## src/rtl/bus_arb_pkg.sv

```systemverilog
// Shared constants and types for the 4-master bus arbiter with slave watchdog.
package bus_arb_pkg;

  localparam int NUM_MASTERS  = 4;
  localparam int MID_W        = 2;
  localparam int DEF_TIMEOUT  = 16;
  localparam int DEF_MAX_HOLD = 64;
  localparam int DEF_CNT_W    = 8;

  typedef logic [MID_W-1:0] mid_t;

  function automatic logic [NUM_MASTERS-1:0] mid_onehot(input mid_t id);
    logic [NUM_MASTERS-1:0] v;
    v     = '0;
    v[id] = 1'b1;
    return v;
  endfunction

endpackage

```

## src/rtl/bus_rr_pick.sv

```systemverilog
// Round-robin candidate search: first active request after the current owner.
module bus_rr_pick
  import bus_arb_pkg::*;
(
  input  logic [NUM_MASTERS-1:0] i_req,
  input  mid_t                   i_owner,
  output mid_t                   o_next,
  output logic                   o_valid
);

  // Scan from the farthest offset down so the nearest requester wins.
  always_comb begin
    mid_t cand;
    o_next  = i_owner;
    o_valid = 1'b0;
    cand    = i_owner;
    for (int k = NUM_MASTERS - 1; k >= 1; k--) begin
      cand = i_owner + mid_t'(k);
      if (i_req[cand]) begin
        o_next  = cand;
        o_valid = 1'b1;
      end
    end
  end

endmodule

```

## src/rtl/bus_arbiter_wdt.sv

```systemverilog
// Round-robin bus arbiter with owner hold limit and slave-response watchdog.
module bus_arbiter_wdt
  import bus_arb_pkg::*;
#(
  parameter int TIMEOUT  = DEF_TIMEOUT,
  parameter int MAX_HOLD = DEF_MAX_HOLD,
  parameter int CNT_W    = DEF_CNT_W
) (
  input  logic clk,
  input  logic reset,
  input  logic m0_req_,
  input  logic m1_req_,
  input  logic m2_req_,
  input  logic m3_req_,
  output logic m0_grnt_,
  output logic m1_grnt_,
  output logic m2_grnt_,
  output logic m3_grnt_,
  input  logic bus_as_,
  input  logic bus_rdy_,
  output logic bus_tmo_,
  output mid_t tmo_master,
  output logic tmo_sticky,
  input  logic tmo_clr
);

  localparam logic [CNT_W-1:0] LP_HOLD_MAX = CNT_W'(MAX_HOLD);
  localparam logic [CNT_W-1:0] LP_TMO_THR  = CNT_W'(TIMEOUT - 1);
  localparam logic [CNT_W-1:0] LP_CNT_SAT  = '1;

  mid_t                   r_owner;
  logic [NUM_MASTERS-1:0] r_grnt_n;
  logic [CNT_W-1:0]       r_hold_cnt;
  logic [CNT_W-1:0]       r_wdt_cnt;
  logic                   r_busy;
  logic                   r_tmo_n;
  mid_t                   r_tmo_master;
  logic                   r_tmo_sticky;

  logic [NUM_MASTERS-1:0] w_req;
  logic                   w_own_req;
  logic                   w_other_req;
  mid_t                   w_pick_next;
  logic                   w_pick_vld;
  logic                   w_hold_max;
  logic                   w_rotate;
  logic                   w_wdt_run;
  logic                   w_fire;

  assign w_req       = ~{m3_req_, m2_req_, m1_req_, m0_req_};
  assign w_own_req   = w_req[r_owner];
  assign w_other_req = |(w_req & ~mid_onehot(r_owner));
  assign w_hold_max  = (r_hold_cnt == LP_HOLD_MAX);

  bus_rr_pick u_pick (
    .i_req   (w_req),
    .i_owner (r_owner),
    .o_next  (w_pick_next),
    .o_valid (w_pick_vld)
  );

  // Ownership only moves between transfers: not busy and strobe released.
  assign w_rotate  = !r_busy && bus_as_ && w_pick_vld && (!w_own_req || w_hold_max);
  assign w_wdt_run = !bus_as_ && bus_rdy_;
  assign w_fire    = w_wdt_run && (r_wdt_cnt == LP_TMO_THR);

  always_ff @(posedge clk or posedge reset) begin
    if (reset) begin
      r_owner  <= '0;
      r_grnt_n <= ~mid_onehot(mid_t'(0));
    end else if (w_rotate) begin
      r_owner  <= w_pick_next;
      r_grnt_n <= ~mid_onehot(w_pick_next);
    end
  end

  // A timed-out owner is pushed to the limit so it yields as soon as possible.
  always_ff @(posedge clk or posedge reset) begin
    if (reset) begin
      r_hold_cnt <= '0;
    end else if (w_rotate || !w_other_req) begin
      r_hold_cnt <= '0;
    end else if (w_fire) begin
      r_hold_cnt <= LP_HOLD_MAX;
    end else if (w_own_req && (r_hold_cnt != LP_HOLD_MAX)) begin
      r_hold_cnt <= r_hold_cnt + 1'b1;
    end
  end

  always_ff @(posedge clk or posedge reset) begin
    if (reset) begin
      r_wdt_cnt <= '0;
    end else if (!w_wdt_run || w_fire) begin
      r_wdt_cnt <= '0;
    end else if (r_wdt_cnt != LP_CNT_SAT) begin
      r_wdt_cnt <= r_wdt_cnt + 1'b1;
    end
  end

  always_ff @(posedge clk or posedge reset) begin
    if (reset) begin
      r_busy <= 1'b0;
    end else if (!bus_rdy_ || !r_tmo_n) begin
      r_busy <= 1'b0;
    end else if (!bus_as_) begin
      r_busy <= 1'b1;
    end
  end

  always_ff @(posedge clk or posedge reset) begin
    if (reset) begin
      r_tmo_n      <= 1'b1;
      r_tmo_master <= '0;
      r_tmo_sticky <= 1'b0;
    end else begin
      r_tmo_n <= !w_fire;
      if (w_fire) begin
        r_tmo_master <= r_owner;
        r_tmo_sticky <= 1'b1;
      end else if (tmo_clr) begin
        r_tmo_sticky <= 1'b0;
      end
    end
  end

  assign m0_grnt_   = r_grnt_n[0];
  assign m1_grnt_   = r_grnt_n[1];
  assign m2_grnt_   = r_grnt_n[2];
  assign m3_grnt_   = r_grnt_n[3];
  assign bus_tmo_   = r_tmo_n;
  assign tmo_master = r_tmo_master;
  assign tmo_sticky = r_tmo_sticky;

endmodule
```

## config.mk

```make
export PLATFORM = sky130hd
export DESIGN_NAME = bus_arbiter_wdt
export DESIGN_NICKNAME = d
export VERILOG_FILES = /design/src/rtl/bus_arb_pkg.sv /design/src/rtl/bus_rr_pick.sv /design/src/rtl/bus_arbiter_wdt.sv
export SDC_FILE = /design/constraint.sdc
export NUM_CORES = 1
export LEC_CHECK = 0
export BUFFER_PORTS_ARGS = -buffer_cell sky130_fd_sc_hd__buf_2
export CAP_MARGIN = 20
export CORE_UTILIZATION = 40
export CTS_BUF_LIST = sky130_fd_sc_hd__clkbuf_16
export DETAILED_ROUTE_END_ITERATION = 8
export PLACE_DENSITY = 0.6
export REMOVE_ABC_BUFFERS = 1
export SLEW_MARGIN = 10
export SYNTH_ARGS = -nofsm -noshare
export SYNTH_HDL_FRONTEND = slang
export SYNTH_SLANG_ARGS = --single-unit
```

## constraint.sdc

```tcl
create_clock -name clk -period 4.19 [get_ports clk]
set_input_delay 0.419 -clock clk [delete_from_list [all_inputs] [get_ports clk]]
set_output_delay 0.419 -clock clk [all_outputs]
set_load 0.01 [all_outputs]
```

# [Yosys cells after proc, flatten, opt, wreduce, memory -nomap -nowiden]
# Cells that the tools add are included.
[op_classes] muxes=27 add_sub_neg=5 n_reduce_logical=24 n_eq_ne=5 order_cmp=7 bitwise=4
[ops] cell="$mux W8" n=5
[ops] cell="$add A8 B1 Y8 const B" n=2
[ops] cell="$lt A2 B3 Y1 const B" n=5
[ops] cell="$mux W1" n=13
[ops] cell="$not A4 Y4" n=3
[ops] cell="$bmux W1 S2" n=4
[ops] cell="$eq A8 B4 Y1 const B" n=1
[ops] cell="$eq A8 B7 Y1 const B" n=1
[ops] cell="$logic_and A1 B1 Y1" n=8
[ops] cell="$logic_not A1 Y1" n=8
[ops] cell="$ne A8 B7 Y1 const B" n=1
[ops] cell="$ne A8 B8 Y1 const B" n=1
[ops] cell="$mux W2" n=3
[ops] cell="$add A2 B2 Y2 const B" n=2
[ops] cell="$and A4 B4 Y4" n=1
[ops] cell="$demux W1 S2" n=2
[ops] cell="$ge A2 B1 Y1 const B" n=2
[ops] cell="$logic_or A1 B1 Y1" n=4
[ops] cell="$reduce_bool A2 Y1" n=2
[ops] cell="$reduce_or A4 Y1" n=1
[ops] cell="$reduce_bool A3 Y1" n=1
[ops] cell="$add A2 B1 Y2 const B" n=1
[ops] cell="$ne A2 B1 Y1 const B" n=1
[totals] output_inout_bits=8 word_cells=80 regBits=27 input_bits=9

# [Depth between registers and ports, before layout]
# Gate-level depths: netlist (run 1).
[depth] depth_word=11 depth_mapped=8 mapped_depth_nobuf=6

# [Modules after synthesis]
# Synthesis (run 1) repeated with hierarchy kept, for this count alone.
[hier_totals] hier_cells=154 hier_area_um2=1530.2
[by_module_without_submodules] mod="bus_arbiter_wdt" cells_per_inst=134 instances=1 area_each_um2=1396.3 seq_area_each_um2=680.7
[by_module_without_submodules] mod="bus_rr_pick" cells_per_inst=20 instances=1 area_each_um2=133.9 seq_area_each_um2=0.0

# [Least setup slack after synthesis (run 1)]
# OpenSTA, ideal clock, no wires.
[synth_timing] path_kind="register -> register" startpoint="reg r_owner[0]" endpoint="reg r_grnt_n[0]" arrival_ns=1.876 path_buffers=1 period_less_slack_ns=2.003 setup_ns=0.127 path_slack_ns=2.187 stages_incl_launch_ff=8 required_time_ns=4.063 cell_sequence="dfrtp_1 -> clkbuf_1 -> inv_1 -> ha_1 -> or3_1 -> o311ai_0 -> a211o_1 -> a31oi_1"
[synth_via] elab_chain_cells=11 elab_cells_between_ends=27 cone_classes="add/sub: 3; order compare: 2; mux: 16; bitwise: 1; reduce/logical: 5"
[synth_lines] element="start, declared" line="bus_arbiter_wdt.sv:31" text="mid_t r_owner;"
[synth_lines] element="start signal, assigned" line="bus_arbiter_wdt.sv:72" text="r_owner <= w_pick_next;"
[synth_lines] element="$add A2 B2 Y2" line="bus_rr_pick.sv:18" text="cand = i_owner + mid_t'(k);"
[synth_lines] element="$bmux W1 S2" line="bus_rr_pick.sv:19" text="if (i_req[cand]) begin"
[synth_lines] element="$mux W1 (not written as such)" line="bus_rr_pick.sv:19"
[synth_lines] element="$mux W2 (3 in a row)" line="bus_rr_pick.sv:19"
[synth_lines] element="$lt A2 B3 Y1 (not written as such) or $ge A2 B1 Y1 (tied branches)" line="bus_arb_pkg.sv:15" text="v[id] = 1'b1;"
[synth_lines] element="$logic_and A1 B1 Y1 (not written as such)" line="bus_arb_pkg.sv:15"
[synth_lines] element="$mux W1 (not written as such)" line="bus_arb_pkg.sv:15"
[synth_lines] element="$demux W1 S2" line="bus_arb_pkg.sv:15"
[synth_lines] element="$not A4 Y4" line="bus_arbiter_wdt.sv:73" text="r_grnt_n <= ~mid_onehot(w_pick_next);"
[synth_lines] element="end signal, assigned" line="bus_arbiter_wdt.sv:70" text="r_grnt_n <= ~mid_onehot(mid_t'(0));"
[synth_lines] element="end signal, assigned" line="bus_arbiter_wdt.sv:73"
[synth_lines] element="end, declared" line="bus_arbiter_wdt.sv:32" text="logic [NUM_MASTERS-1:0] r_grnt_n;"
# Parallel ways exist; a longest one is shown, timed or not. The select of a mux whose other input is x is not followed.
# A chain may end at the register's enable or synchronous reset.

# [Worst setup path in the final report (run 1)]
[layout_timing] startpoint="reg r_owner[1]" endpoint="reg r_hold_cnt[1]"
[layout_via] elab_chain_cells=10 elab_cells_between_ends=31 cone_classes="add/sub: 3; order compare: 2; mux: 14; bitwise: 2; reduce/logical: 10"
[layout_lines] element="$add A2 B2 Y2 (tied with other cells)" line="bus_rr_pick.sv:18"
[layout_lines] element="$bmux W1 S2 or $logic_and A1 B1 Y1 (tied branches)" line="bus_rr_pick.sv:19, bus_arb_pkg.sv:15"
[layout_lines] element="$mux W1 (on tied branches)" line="bus_rr_pick.sv:19, bus_arb_pkg.sv:15"
[layout_lines] element="$mux W1 or $demux W1 S2 (tied branches)" line="bus_rr_pick.sv:19, bus_arb_pkg.sv:15"
[layout_lines] element="$mux W1 or $not A4 Y4 (tied branches)" line="bus_rr_pick.sv:19, bus_arbiter_wdt.sv:52"
[layout_lines] element="$mux W1 or $and A4 B4 Y4 (tied branches)" line="bus_rr_pick.sv:19, bus_arbiter_wdt.sv:52"
[layout_lines] element="$logic_and A1 B1 Y1 or $reduce_or A4 Y1 (tied branches)" line="bus_arbiter_wdt.sv:63, bus_arbiter_wdt.sv:52"
[layout_lines] element="$logic_and A1 B1 Y1 or $logic_not A1 Y1 (tied branches)" line="bus_arbiter_wdt.sv:63, bus_arbiter_wdt.sv:81"
[layout_lines] element="$logic_or A1 B1 Y1" line="bus_arbiter_wdt.sv:81" text="end else if (w_rotate || !w_other_req) begin"
[layout_lines] element="$reduce_bool A3 Y1 (no line) or $mux W8 (tied branches)"
[layout_lines] element="end signal, assigned" line="bus_arbiter_wdt.sv:86" text="r_hold_cnt <= r_hold_cnt + 1'b1;"
[layout_lines] element="end, declared" line="bus_arbiter_wdt.sv:33" text="logic [CNT_W-1:0] r_hold_cnt;"
# Parallel ways exist; a longest one is shown, timed or not. The select of a mux whose other input is x is not followed.

==> results of run 1 <==
## state kept, by name (all words and copies together) (netlist names)
signal	cells
tmo_sticky	1
r_wdt_cnt	8
tmo_master	2
r_grnt_n	4
r_owner	2
r_busy	1
r_hold_cnt	8
bus_tmo_	1
## cells by family after synthesis
kind of cell,synth area share
compound gates,0.1441
xor+xnor,0.05542
fa+ha+maj,0.05542
buf+inv,0.04988
flops,0.4307
mux,0.04117
simple gates,0.2233
## metal layers
layer | up-vias | routed length [µm] | track usage
met5 | - | 0 | 0
met1 | 589 | 1346 | 0.1878
met3 | 2 | 70 | 0.01056
li1 | 599 | - | -
met2 | 25 | 1474 | 0.2682
met4 | 0 | 23 | 0.06667
## placed cells by master (no fill, tap or decap), types with 2 or more instances in the layout
cell type	count
mux2_2	2
clkbuf_16	3
and3_1	5
xnor2_1	5
buf_2	16
a31oi_1	4
nand2b_1	3
dfrtp_1	23
nand2_1	13
nand4_1	4
o21ai_0	7
or3_1	2
and2_1	2
nor3_1	2
dfstp_2	4
o22ai_1	2
xor2_1	5
nand3_1	5
a211oi_1	3
ha_1	7
a21oi_1	2
inv_1	9
nor2_2	6
nor2b_1	4
nor2_1	20
mux2i_1	2
## cell type report
class / instances / area, µm² / area share
Tap cell: 48 / 60.06 / 0.03387
Clock buffer: 3 / 75.07 / 0.04234
Inverter: 9 / 33.78 / 0.01905
Sequential cell: 27 / 680.7 / 0.3839
Multi-Input combinational cell: 120 / 820.8 / 0.4629
Timing Repair Buffer: 17 / 95.09 / 0.05363
Clock inverter: 1 / 7.507 / 0.004234
## worst max path at each step
stage,from,endpoint,slack [ns],cells after the start
3_3_place_gp,r_owner[1]$_DFFE_PP0P_,r_hold_cnt[3]$_DFFE_PP0P_,1.71,5
2_1_floorplan,r_owner[1]$_DFFE_PP0P_,r_hold_cnt[0]$_DFFE_PP0P_,1.87,5
4_1_cts,r_owner[1]$_DFFE_PP0P_,r_hold_cnt[5]$_DFFE_PP0P_,1.62,5
3_5_place_dp,r_owner[1]$_DFFE_PP0P_,r_hold_cnt[1]$_DFFE_PP0P_,1.64,5
6_report,r_owner[1]$_DFFE_PP0P_,r_hold_cnt[1]$_DFFE_PP0P_,1.63,5
5_1_grt,r_owner[1]$_DFFE_PP0P_,r_hold_cnt[5]$_DFFE_PP0P_,1.42,5
## metrics by stage
| stage | instances | power, µW | hold WS [ns] | worst slack [ns] |
|---|---|---|---|---|
| 4_1_cts | 224 | 953.0 | 0.3213 | 1.618 |
| 2_1_floorplan | 156 | 641.6 | 0.4688 | 1.872 |
| 3_5_place_dp | 220 | 735.8 | 0.4769 | 1.636 |
| 5_1_grt | 225 | 1015 | 0.1891 | 1.422 |
| 6_report | 225 | 948.4 | 0.1538 | 1.634 |
| 3_3_place_gp | 220 | 721.9 | 0.4618 | 1.714 |
## report_power, final
part | internal (µW) | leakage, µW | switching, µW
Sequential | 311 | 0.000350 | 55.8
Clock | 130 | 0.0000371 | 84.3
Combinational | 151 | 0.000397 | 217
Total | 591 | 0.000784 | 357
==> results.py, run 1 <==
metrics = {
    "clock_tree": {
        "clkSinkCount": 27,
        "cts-htree-levels": 1,
        "cts_made_buffers": 3,
        "cts_setup_buffers": 0,
        "holdBufCountCts": 0,
        "clk_pin_slew_ns": 0.07,
        "cts-root-buf": "clkbuf_16",
        "cts_resized": 0,
        "worst_skew_pair.late_latency_ns": 0.26,
        "cts_tree": "yes",
        "cts_buffer_depth": 2,
    },
    "setup_path": {
        "cp-end-kind": "flip-flop",
        "r2r_start": "r_owner[1]$_DFFE_PP0P_",
        "crit_type": "reg -> reg",
        "path_max_fanout": 13,
        "r2r_setup_slack_ns": 1.63,
        "slowest_delay_ns": 0.68,
        "arrival_ns": 2.69,
        "rr_worst_depth": 5,
        "r2r-end": "r_hold_cnt[1]$_DFFE_PP0P_",
        "cp.required_ns": 4.32,
        "cp.buffers_inverters": 0,
        "cp-start-kind": "flip-flop",
        "path_cells": "mux2_2, a32o_2, a2111oi_4, or3_1, nor2_2",
        "critPathTopFamily": "compound AO/OA/AOI/OAI gates",
        "cp_slowest_cell": "a2111oi_4",
    },
    "floorplanning": {
        "die_w_um": 64.86,
        "initial_core_util": 0.4253,
        "fp-row-count": 22,
        "die_area_um2": 4206,
        "num_io_pins": 17,
        "die_h_um": 64.86,
        "coreArea_um2": 3716,
    },
    "synthesis": {
        "synth_cells": 162,
        "synth_async_sr_flop_share": 1.000,
        "synth_edf_count": 0,
        "synth_area_leaders": "dfrtp_1, dfstp_2, ha_1, nor2_1, nand2_1",
        "synth_top_area_share": 0.3642,
        "yosysSeqAreaShare": 0.4307,
        "syn-cell-area_um2": 1580,
        "synthFlopType": "dfrtp_1",
        "synth-seq-cells": 27,
        "yosys_warnings": 0,
        "synth.cells.most_frequent": "dfrtp_1, nor2_1, nand2_1, inv_1",
        "yosysMostFrequentCell": "dfrtp_1",
        "syn_area_per_cell_um2": 9.755,
        "synth_cell_types": 41,
        "yosysTopAreaCell": "dfrtp_1",
    },
    "drt": {
        "routedWlPerCell_um": 12.95,
        "drt_iter0_markers": 38,
        "dr.pass1.iters": 4,
        "remaining_drc_errors": 0,
        "drt_wl_total_um": 2914,
        "final_antenna_net_count": 0,
        "vias": 1215,
        "viasPerCell": 5.400,
    },
    "final_layout": {
        "fill_cells": 349,
        "layout.nets": 194,
        "final_util": 0.4771,
        "drive_above_1_share": 0.2203,
        "num_antenna_cells": 0,
        "fin_area_um2": 1773,
        "area_growth_pct": 12.19,
    },
    "global_routing": {
        "grtUsageTotal": 0.1518,
        "grt_max_degree": 28,
        "grt_pass1_vias": 1156,
        "antenna_found_initial": 0,
        "grt-ovfl-total": 0,
        "grt_pass1_wl_um": 4974,
    },
    "timing": {
        "fin_crit_sh": 0.6101,
        "drv_slew": 0,
        "rsz0062_at_grt": "false",
        "post-route-min-period_ns": 2.556,
        "setup_violations": 0,
        "fmax_ghz": 0.3912,
        "hold_viol_final": 0,
        "worst_pin_slew_ns": 0.6734,
        "fin_tns_setup_ns": 0,
        "slew_headroom": 0.5511,
        "skew_ns": 0.007697,
    },
    "pwr": {
        "ir_worst_vdd_uv": 176.4,
        "p_per_area_nw_per_um2": 534.9,
        "power.leakage_uw": 0.0007840,
    },
    "placement": {
        "placedInstanceArea_um2": 1675,
        "port_buffers": 16,
        "gp_congestion": 0.7832,
        "dp_hpwl_um": 2183,
    },
    "worst_hold_path": {
        "hold_class": "in -> async",
    },
    "job": {
        "cap_violations": 0,
    },
    "status": {
        "outcome": "completed",
    },
}
(Power assumes the default switching activity.)
==> run 2: changes to the inputs <==
- PLACE_DENSITY: 0.6 -> 0.62
- clock period: 4.19 -> 2.3 ns (I/O delays scaled with it)
==> run 2 against run 1 <==
  * Clock skew fell by 0.0016 ns
  * Hold slack got worse by 0.13 ns
  * Wire length rose by 1.6%
  * Global-route usage rose by 0.93 points
  * Cell count rose by 2.2%
==> results.py, run 2 (synthesis gave the netlist of run 1 again) <==
metrics = {
    "status": {
        "outcome": "completed",
    },
    "final_layout": {
        "area_growth_pct": 13.86,
        "top_regs": "r_hold_cnt (8), r_wdt_cnt (8), r_grnt_n (4)",
        "num_antenna_cells": 0,
        "mostFrequentLayoutCells": "dfrtp_1, nor2_1, buf_2",
        "layout.nets": 199,
        "fin_area_um2": 1799,
        "drive_above_1_share": 0.2363,
        "final_common_cell": "dfrtp_1",
    },
    "setup_path": {
        "crit_start": "r_owner[0]$_DFFE_PP0P_",
        "rr_worst_depth": 5,
        "cp.required_ns": 2.49,
        "crit_type": "reg -> reg",
        "r2r-end": "r_hold_cnt[1]$_DFFE_PP0P_",
        "arrival_ns": 2.36,
        "r2r_setup_slack_ns": 0.13,
        "path_max_fanout": 8,
        "cp-start-kind": "flip-flop",
        "cp-end-kind": "flip-flop",
        "crit_path_end": "r_hold_cnt[1]$_DFFE_PP0P_",
        "r2r_start": "r_owner[0]$_DFFE_PP0P_",
    },
    "timing": {
        "setup_violations": 0,
        "hold_viol_final": 0,
        "skew_ns": 0.006141,
        "fmax_ghz": 0.4617,
        "worst_pin_slew_ns": 0.4569,
        "post-route-min-period_ns": 2.166,
        "rsz0062_at_grt": "false",
        "holdWs_ns": 0.02534,
        "drv_slew": 0,
        "slew_headroom": 0.6916,
        "fin_crit_sh": 0.9418,
        "fin_tns_setup_ns": 0,
        "fin_ws_ns": 0.1340,
    },
    "floorplanning": {
        "num_io_pins": 17,
        "die_area_um2": 4206,
        "die_w_um": 64.86,
        "initial_core_util": 0.4253,
        "die_h_um": 64.86,
        "coreArea_um2": 3716,
        "fp-row-count": 22,
    },
    "drt": {
        "vias": 1203,
        "drt_wl_total_um": 2960,
        "routedWlPerCell_um": 12.87,
        "viasPerCell": 5.230,
        "remaining_drc_errors": 0,
        "dr.pass1.iters": 4,
        "final_antenna_net_count": 0,
        "drt_iter0_markers": 89,
    },
    "clock_tree": {
        "cts_setup_buffers": 0,
        "holdBufCountCts": 0,
        "cts_tree": "yes",
        "cts-htree-levels": 1,
        "clk_pin_slew_ns": 0.07,
        "clkSinkCount": 27,
        "cts-root-buf": "clkbuf_16",
        "cts_made_buffers": 3,
        "cts_buffer_depth": 2,
        "cts_resized": 0,
        "worst_skew_pair.late_latency_ns": 0.26,
    },
    "placement": {
        "placedInstanceArea_um2": 1720,
        "port_buffers": 16,
        "dp_hpwl_um": 2260,
        "dp_slack_ns": 0.1403,
        "gp_congestion": 0.8796,
    },
    "global_routing": {
        "antenna_found_initial": 0,
        "grt_pass1_vias": 1238,
        "grt_max_degree": 28,
        "grt_pass1_wl_um": 5292,
        "grt-ovfl-total": 0,
        "grtUsageTotal": 0.1611,
    },
    "pwr": {
        "swShare": 0.3702,
        "internal_power_uw": 1099,
        "power_frac_clock": 0.220,
        "power_uw": 1745,
        "power.leakage_uw": 0.0008111,
        "p_per_area_nw_per_um2": 969.9,
        "combPwrFrac": 0.410,
        "ir_worst_vdd_uv": 535.6,
        "p_seq_frac": 0.370,
        "p_sw_uw": 646.0,
    },
    "worst_hold_path": {
        "hold_class": "in -> async",
    },
    "job": {
        "cap_violations": 0,
    },
}
## run 2: layer usage
metal / track usage / share of wire / vias to the layer above
met5: 0 / 0 / -
met4: 0.05000 / 0.0091 / 0
met3: 0.02817 / 0.033 / 2
met2: 0.2865 / 0.49 / 17
met1: 0.1953 / 0.47 / 577
li1: - / - / 607
## run 2: critical path, stage by stage (launching register included)
cell	delay [ns]
dfrtp_1	0.48
mux4_2	0.61
a31oi_4	0.25
a2111oi_4	0.05
or3_1	0.53
nor2_2	0.17
## run 2: how the worst min path moves through the flow
| stage | startpoint | endpoint | slack [ns] | depth (start not counted) |
|---|---|---|---|---|
| after floorplan | reset | r_busy$_DFFE_PP0P_ | 0.28 | 1 |
| after global placement | reset | r_hold_cnt[3]$_DFFE_PP0P_ | 0.30 | 3 |
| after detailed placement | reset | r_busy$_DFFE_PP0P_ | 0.31 | 3 |
| after CTS | reset | r_hold_cnt[2]$_DFFE_PP0P_ | 0.04 | 3 |
| after global routing | reset | r_hold_cnt[2]$_DFFE_PP0P_ | 0.06 | 3 |
| final | reset | r_hold_cnt[1]$_DFFE_PP0P_ | 0.03 | 3 |
## run 2: area by class of cell
type / count / area, µm²
Fill cell: 359 / 1917
Multi-Input combinational cell: 120 / 820.8
Sequential cell: 27 / 680.7
Timing Repair Buffer: 22 / 125.1
Clock buffer: 3 / 75.07
Tap cell: 48 / 60.06
Inverter: 9 / 33.78
Clock inverter: 1 / 3.754
## run 2: power by group through the flow
stage               logic [µW]  registers [µW]  clock network [µW]
floorplan                  498             671                   0
global placement           696             647                   0
detailed placement         718             653                   0
CTS                        721             647                 395
global route               806             665                 413
finish                     715             646                 384
## run 2: through the flow
step / util / instances
after floorplan: - / 156
after global placement: 0.4630 / 226
after detailed placement: 0.4630 / 226
after CTS: 0.4842 / 230
after global routing: 0.4842 / 230
final: 0.4842 / 230
